`config.mk`:
```
export PLATFORM = sky130hd
export DESIGN_NAME = reset_sequencer_flat
export DESIGN_NICKNAME = d
export VERILOG_FILES = /design/src/rtl/reset_sequencer_if.sv /design/src/rtl/reset_sequencer.sv /design/src/flat_wrapper.sv
export SDC_FILE = /design/constraint.sdc
export NUM_CORES = 1
export LEC_CHECK = 0
export BUFFER_PORTS_ARGS = -buffer_cell sky130_fd_sc_hd__buf_2
export CORE_ASPECT_RATIO = 1.25
export CORE_MARGIN = 4
export CORE_UTILIZATION = 28
export DETAILED_ROUTE_END_ITERATION = 6
export HOLD_SLACK_MARGIN = 0.06
export PLACE_DENSITY_LB_ADDON = 0.12
export SKIP_CTS_REPAIR_TIMING = 1
export SLEW_MARGIN = 0
export SYNTH_ARGS = -nofsm -noshare
export SYNTH_HDL_FRONTEND = slang
export SYNTH_SLANG_ARGS = --single-unit
export TNS_END_PERCENT = 100
```
`constraint.sdc`:
```
create_clock -name clk -period 3.7 [get_ports clk]
set_clock_uncertainty 0.05 [all_clocks]
set_input_delay 0.37 -clock clk [delete_from_list [all_inputs] [get_ports clk]]
set_output_delay 0.37 -clock clk [all_outputs]
set_load 0.01 [all_outputs]
```
`src/rtl/reset_sequencer_if.sv`:
```
// Request and status bundle between the reset sequencer and the SoC logic around it.
// The master drives reset requests and watchdog control; the slave (sequencer) reports reset status.
interface reset_sequencer_if;
    logic       sw_req;
    logic       ext_req;
    logic       wdt_en;
    logic       wdt_kick;
    logic       cpu_rst;
    logic       running;
    logic [3:0] cause;
    logic [7:0] reset_count;

    modport master (
        output sw_req, ext_req, wdt_en, wdt_kick,
        input  cpu_rst, running, cause, reset_count
    );

    modport slave (
        input  sw_req, ext_req, wdt_en, wdt_kick,
        output cpu_rst, running, cause, reset_count
    );
endinterface

```
`src/rtl/reset_sequencer.sv`:
```
// Reset sequencer with watchdog: stretches each reset event, then holds off further requests,
// and records the cause of the last reset plus a saturating count of requested resets.
module reset_sequencer #(
    parameter int RST_CYCLES = 5,
    parameter int HOLDOFF    = 16,
    parameter int WDT_BITS   = 13
) (
    input  logic            clk,
    input  logic            rst_n,
    reset_sequencer_if.slave bus
);
    localparam int CNT_MAX = (RST_CYCLES > HOLDOFF) ? RST_CYCLES : HOLDOFF;
    localparam int CNT_W   = (CNT_MAX > 1) ? $clog2(CNT_MAX) : 1;

    localparam logic [CNT_W-1:0] RST_LOAD  = CNT_W'(RST_CYCLES - 1);
    localparam logic [CNT_W-1:0] HOLD_LOAD = CNT_W'(HOLDOFF - 1);

    typedef enum logic [1:0] {
        ST_ASSERT  = 2'd0,
        ST_HOLDOFF = 2'd1,
        ST_RUN     = 2'd2
    } state_t;

    state_t              state_q, state_d;
    logic [CNT_W-1:0]    cnt_q, cnt_d;
    logic                cpu_rst_q, cpu_rst_d;
    logic                running_q, running_d;
    logic [3:0]          cause_q, cause_d;
    logic [7:0]          count_q, count_d;
    logic [WDT_BITS-1:0] wdt_q, wdt_d;
    logic                ext_meta_q;
    logic                ext_sync_q;
    logic                wdt_to;
    logic                req;

    always_ff @(posedge clk) begin
        // NOTE: non-blocking assignments keep every flop sampling pre-edge values.
        if (!rst_n) begin
            state_q    <= ST_ASSERT;
            cnt_q      <= RST_LOAD;
            cpu_rst_q  <= 1'b1;
            running_q  <= 1'b0;
            cause_q    <= 4'b0001;
            count_q    <= 8'd0;
            wdt_q      <= '0;
            ext_meta_q <= 1'b0;
            ext_sync_q <= 1'b0;
        end else begin
            state_q    <= state_d;
            cnt_q      <= cnt_d;
            cpu_rst_q  <= cpu_rst_d;
            running_q  <= running_d;
            cause_q    <= cause_d;
            count_q    <= count_d;
            wdt_q      <= wdt_d;
            ext_meta_q <= bus.ext_req;
            ext_sync_q <= ext_meta_q;
        end
    end

    // A kick in the same cycle as the terminal count suppresses the timeout.
    assign wdt_to = (state_q == ST_RUN) && bus.wdt_en && !bus.wdt_kick && (&wdt_q);
    assign req    = bus.sw_req || ext_sync_q || wdt_to;

    always_comb begin
        // NOTE: every output of this block gets a default first so no latch is inferred.
        state_d   = state_q;
        cnt_d     = cnt_q;
        cpu_rst_d = cpu_rst_q;
        running_d = running_q;
        cause_d   = cause_q;
        count_d   = count_q;

        if ((state_q != ST_RUN) || !bus.wdt_en || bus.wdt_kick) begin
            wdt_d = '0;
        end else begin
            wdt_d = wdt_q + 1'b1;
        end

        case (state_q)
            ST_ASSERT: begin
                if (cnt_q == '0) begin
                    state_d   = ST_HOLDOFF;
                    cnt_d     = HOLD_LOAD;
                    cpu_rst_d = 1'b0;
                end else begin
                    cnt_d = cnt_q - 1'b1;
                end
            end
            ST_HOLDOFF: begin
                if (cnt_q == '0) begin
                    state_d   = ST_RUN;
                    running_d = 1'b1;
                end else begin
                    cnt_d = cnt_q - 1'b1;
                end
            end
            ST_RUN: begin
                if (req) begin
                    state_d   = ST_ASSERT;
                    cnt_d     = RST_LOAD;
                    cpu_rst_d = 1'b1;
                    running_d = 1'b0;
                    cause_d   = {wdt_to, ext_sync_q, bus.sw_req, 1'b0};
                    if (count_q != 8'hFF) begin
                        count_d = count_q + 8'd1;
                    end
                end
            end
            default: begin
                state_d   = ST_ASSERT;
                cnt_d     = RST_LOAD;
                cpu_rst_d = 1'b1;
                running_d = 1'b0;
            end
        endcase
    end

    assign bus.cpu_rst     = cpu_rst_q;
    assign bus.running     = running_q;
    assign bus.cause       = cause_q;
    assign bus.reset_count = count_q;
endmodule
```
`src/flat_wrapper.sv`:
```
// flat-port wrapper written by rule: the top's interface ports become plain ports
module reset_sequencer_flat 
#(
    parameter int RST_CYCLES = 5,
    parameter int HOLDOFF    = 16,
    parameter int WDT_BITS   = 13
)
  (clk, rst_n, bus_sw_req, bus_ext_req, bus_wdt_en, bus_wdt_kick, bus_cpu_rst, bus_running, bus_cause, bus_reset_count);
  reset_sequencer_if bus_i ();
  input  logic clk;
  input  logic rst_n;
  input wire logic [$bits(bus_i.sw_req)-1:0] bus_sw_req;
  input wire logic [$bits(bus_i.ext_req)-1:0] bus_ext_req;
  input wire logic [$bits(bus_i.wdt_en)-1:0] bus_wdt_en;
  input wire logic [$bits(bus_i.wdt_kick)-1:0] bus_wdt_kick;
  output wire logic [$bits(bus_i.cpu_rst)-1:0] bus_cpu_rst;
  output wire logic [$bits(bus_i.running)-1:0] bus_running;
  output wire logic [$bits(bus_i.cause)-1:0] bus_cause;
  output wire logic [$bits(bus_i.reset_count)-1:0] bus_reset_count;
  assign bus_i.sw_req = bus_sw_req;
  assign bus_i.ext_req = bus_ext_req;
  assign bus_i.wdt_en = bus_wdt_en;
  assign bus_i.wdt_kick = bus_wdt_kick;
  assign bus_cpu_rst = bus_i.cpu_rst;
  assign bus_running = bus_i.running;
  assign bus_cause = bus_i.cause;
  assign bus_reset_count = bus_i.reset_count;
  reset_sequencer #(.RST_CYCLES(RST_CYCLES), .HOLDOFF(HOLDOFF), .WDT_BITS(WDT_BITS)) u_core (.clk(clk), .rst_n(rst_n), .bus(bus_i));
endmodule
```
==> run summary <==
Yosys warning count - 0
VDD IR max - 0.282 mV
crit path kind - reg -> reg
Final GP Congestion - 0.810
Vias - 1395
ys flop type - dfxtp_1
antenna violations before repair - 0
Hold Fails Final Rpt - 0
adder-cell share of the synthesized area - 3.07%
Crit. End Element - register
DR pass1 iterations - 5
Critical Path AT - 2.37 ns
Register-to-Register Path Depth - 4
Area Growth Syn to Fin - 16.1%
Syn Nets - 194
hold crit path type - in -> reg
static leakage - 0.690 nW
Core Area - 5520 um2
CTS Buffer Depth - 2
Place WS - 1.49 ns
Util after Layout - 34.3%
clk root buf - clkbuf_8
Initial Util - 29.5%
Slew @ Worst Pin - 0.667 ns
Die Wd - 76.2 um
#FFs+latches synth - 35
Antenna diodes - 0
Setup violations, final - 0
largest net degree at the start of global routing - 26
Sink Count - 35
clock power share - 40.0%
worst r2r src - u_core.state_q[1]$_SDFFE_PN0P_
Sw Share - 25.1%
Avg Inst Size Synth - 8.85 um2
sequential share of the synthesized area - 43.0%
# port buffers - 19
PwrDens - 469 nW/um2
Synth Area in XOR/XNOR - 6.46%
fraction of registers with async set/reset - 0%
global-route wire length before repair - 5790 um
Final ANT Viol Nets - 0
sw power - 223 uW
clock period minus worst slack - 2.21 ns
Clock H-tree levels - 2
main combinational cell family by area after synthesis - simple AND/OR/NAND/NOR gates
final WL - 3550 um
Critical Path Source - u_core.state_q[1]$_SDFFE_PN0P_
Reg clk slew, reported paths - 0.07 ns
Synth Cell Area - 1630 um2
Yosys cell types - 43
DP HPWL - 2540 um
Post-synth EDFFs - 0
io pins - 20
WL per Instance - 13.2 um
Tcrit/Tclk final - 59.6%
vias in the first global route - 1197
die area - 7100 um2
register share of total power - 48.1%
vias per cell - 5.19
mux cell area share after synthesis - 1.84%
RSZ-0062 raised after global routing - false
FMAX - 453 MHz
Slew Viols, Final - 0
Max-Cap Viols - 0
floorplan row count - 30
Gate power share - 11.9%
Reg-to-Reg End - u_core.bus.reset_count[0]$_SDFFE_PN0P_
Compound-Gate Fraction of Synth Area - 14.8%
layout net count - 214
worst-path fanout max - 16
status - finished, final reports clean
Req. time, crit path - 3.86 ns
cells after synthesis - 184
overflow left after global routing - 0
worst skew pair latency - 0.28 ns
placed cell count - 261
Setup crit end - u_core.bus.reset_count[0]$_SDFFE_PN0P_
DRC viols - 0
Setup TNS Final - 0 ns
Slew HR - 54.9%
layout cell share with drive strength beyond 1 - 14.1%
leading area contributor after synthesis - dfxtp_1
initial DRC count - 94
Internal - 664 uW
synth top area cells - dfxtp_1 43%, nor2_1 4.8%, xnor2_1 4.3%
CTS Buf Count - 5
top-area cell type share of the netlist area - 43.0%
final worst slack - 1.49 ns
Finished Layout Cells - 269
CP Launch Type - register
Die Y - 93.2 um
Simple-Gate Fraction of Synth Area - 28.1%
Total GRT Usage - 9.91%
CTS tree - done
reg-to-reg setup timing slack - 1.49 ns
-- worst min path at each step --
stage                                    to                    startpoint  cells after the start
2_1_floorplan  u_core.ext_sync_q$_SDFF_PN0_  u_core.ext_meta_q$_SDFF_PN0_                      1
3_3_place_gp   u_core.ext_sync_q$_SDFF_PN0_  u_core.ext_meta_q$_SDFF_PN0_                      1
3_5_place_dp   u_core.ext_sync_q$_SDFF_PN0_  u_core.ext_meta_q$_SDFF_PN0_                      1
4_1_cts        u_core.ext_meta_q$_SDFF_PN0_                   bus_ext_req                      2
5_1_grt        u_core.ext_meta_q$_SDFF_PN0_                   bus_ext_req                      2
6_report       u_core.ext_meta_q$_SDFF_PN0_                   bus_ext_req                      2
-- power groups by stage --
| stage | combinational, mW | sequential (mW) | clock [mW] |
|---|---|---|---|
| after detailed placement | 0.106 | 0.435 | 0 |
| after global routing | 0.121 | 0.430 | 0.379 |
| after floorplan | 0.0880 | 0.424 | 0 |
| after global placement | 0.102 | 0.435 | 0 |
| final | 0.106 | 0.427 | 0.355 |
| after CTS | 0.106 | 0.426 | 0.364 |
-- kinds of logic after synthesis --
group           Yosys count
fa+ha+maj                 4
mux                       3
buf+inv                  10
simple gates             85
xor+xnor                 12
flops                    35
compound gates           35
-- layout by cell type, fill, tap and decap left out, drive strengths merged, types with 2 or more instances in the layout --
master   n
a21oi    8
and2     2
and3     2
buf     19
clkbuf   6
dfxtp   35
ha       4
inv      4
mux2i    3
nand2   18
nand2b   7
nand3    8
nand4    7
nor2    21
nor2b    2
nor3     7
nor3b    3
o211a    2
o21ai    9
o311ai   2
o41ai    4
or3      2
xnor2    8
xor2     4
-- cell usage after synthesis (2+ instances only) --
cell / number
xnor2_1: 8
o21ai_0: 9
inv_1: 4
or3_1: 2
nand2_1: 18
nor2_1: 21
clkbuf_1: 5
and3_1: 2
mux2i_1: 3
nor3b_1: 2
xor2_1: 4
ha_1: 4
dfxtp_1: 35
nor3_1: 7
nand3_1: 8
o211a_1: 2
o41ai_1: 4
and2_1: 2
nand2b_1: 7
a21oi_1: 8
nor2b_1: 2
nand4_1: 6
-- final cells by class --
cell class                      instances  area (um2)
Timing Repair Buffer                   19        95.1
Multi-Input combinational cell        139         882
Sequential cell                        35         701
Inverter                                4        15.0
Clock inverter                          2        35.0
Tap cell                               64        80.1
Clock buffer                            6        82.6
Fill cell                             567        3630
-- flip-flops by register name, summed over array words and instances (netlist names) --
| signal | flops |
|---|---|
| u_core.ext_sync_q | 1 |
| u_core.ext_meta_q | 1 |
| u_core.wdt_q | 13 |
| u_core.cnt_q | 4 |
| u_core.bus.reset_count | 8 |
| u_core.state_q | 2 |
| u_core.bus.running | 1 |
| u_core.bus.cause | 4 |
| u_core.bus.cpu_rst | 1 |
-- critical path: stages (launching register included) --
cell,delay [ns]
dfxtp_1,0.56
nand4bb_1,0.21
o41a_1,0.66
nor3_1,0.43
mux2i_1,0.22
-- per-stage QoR --
stage               instance area, um2  power, mW  hold slack, ns
floorplan                         1630      0.512           0.362
global placement                  1770      0.537           0.389
detailed placement                1770      0.541           0.376
CTS                               1890      0.896           0.235
global route                      1890      0.930           0.250
finish                            1890      0.887           0.244
-- metal layers --
layer	vias to the layer above	part of all wire (%)	GRT usage [%]
li1	707	-	-
met1	647	49	12.9
met2	35	44	14.9
met3	6	4.7	2.99
met4	0	1.9	4.81
met5	-	0	0
(Power assumes the default switching activity.)
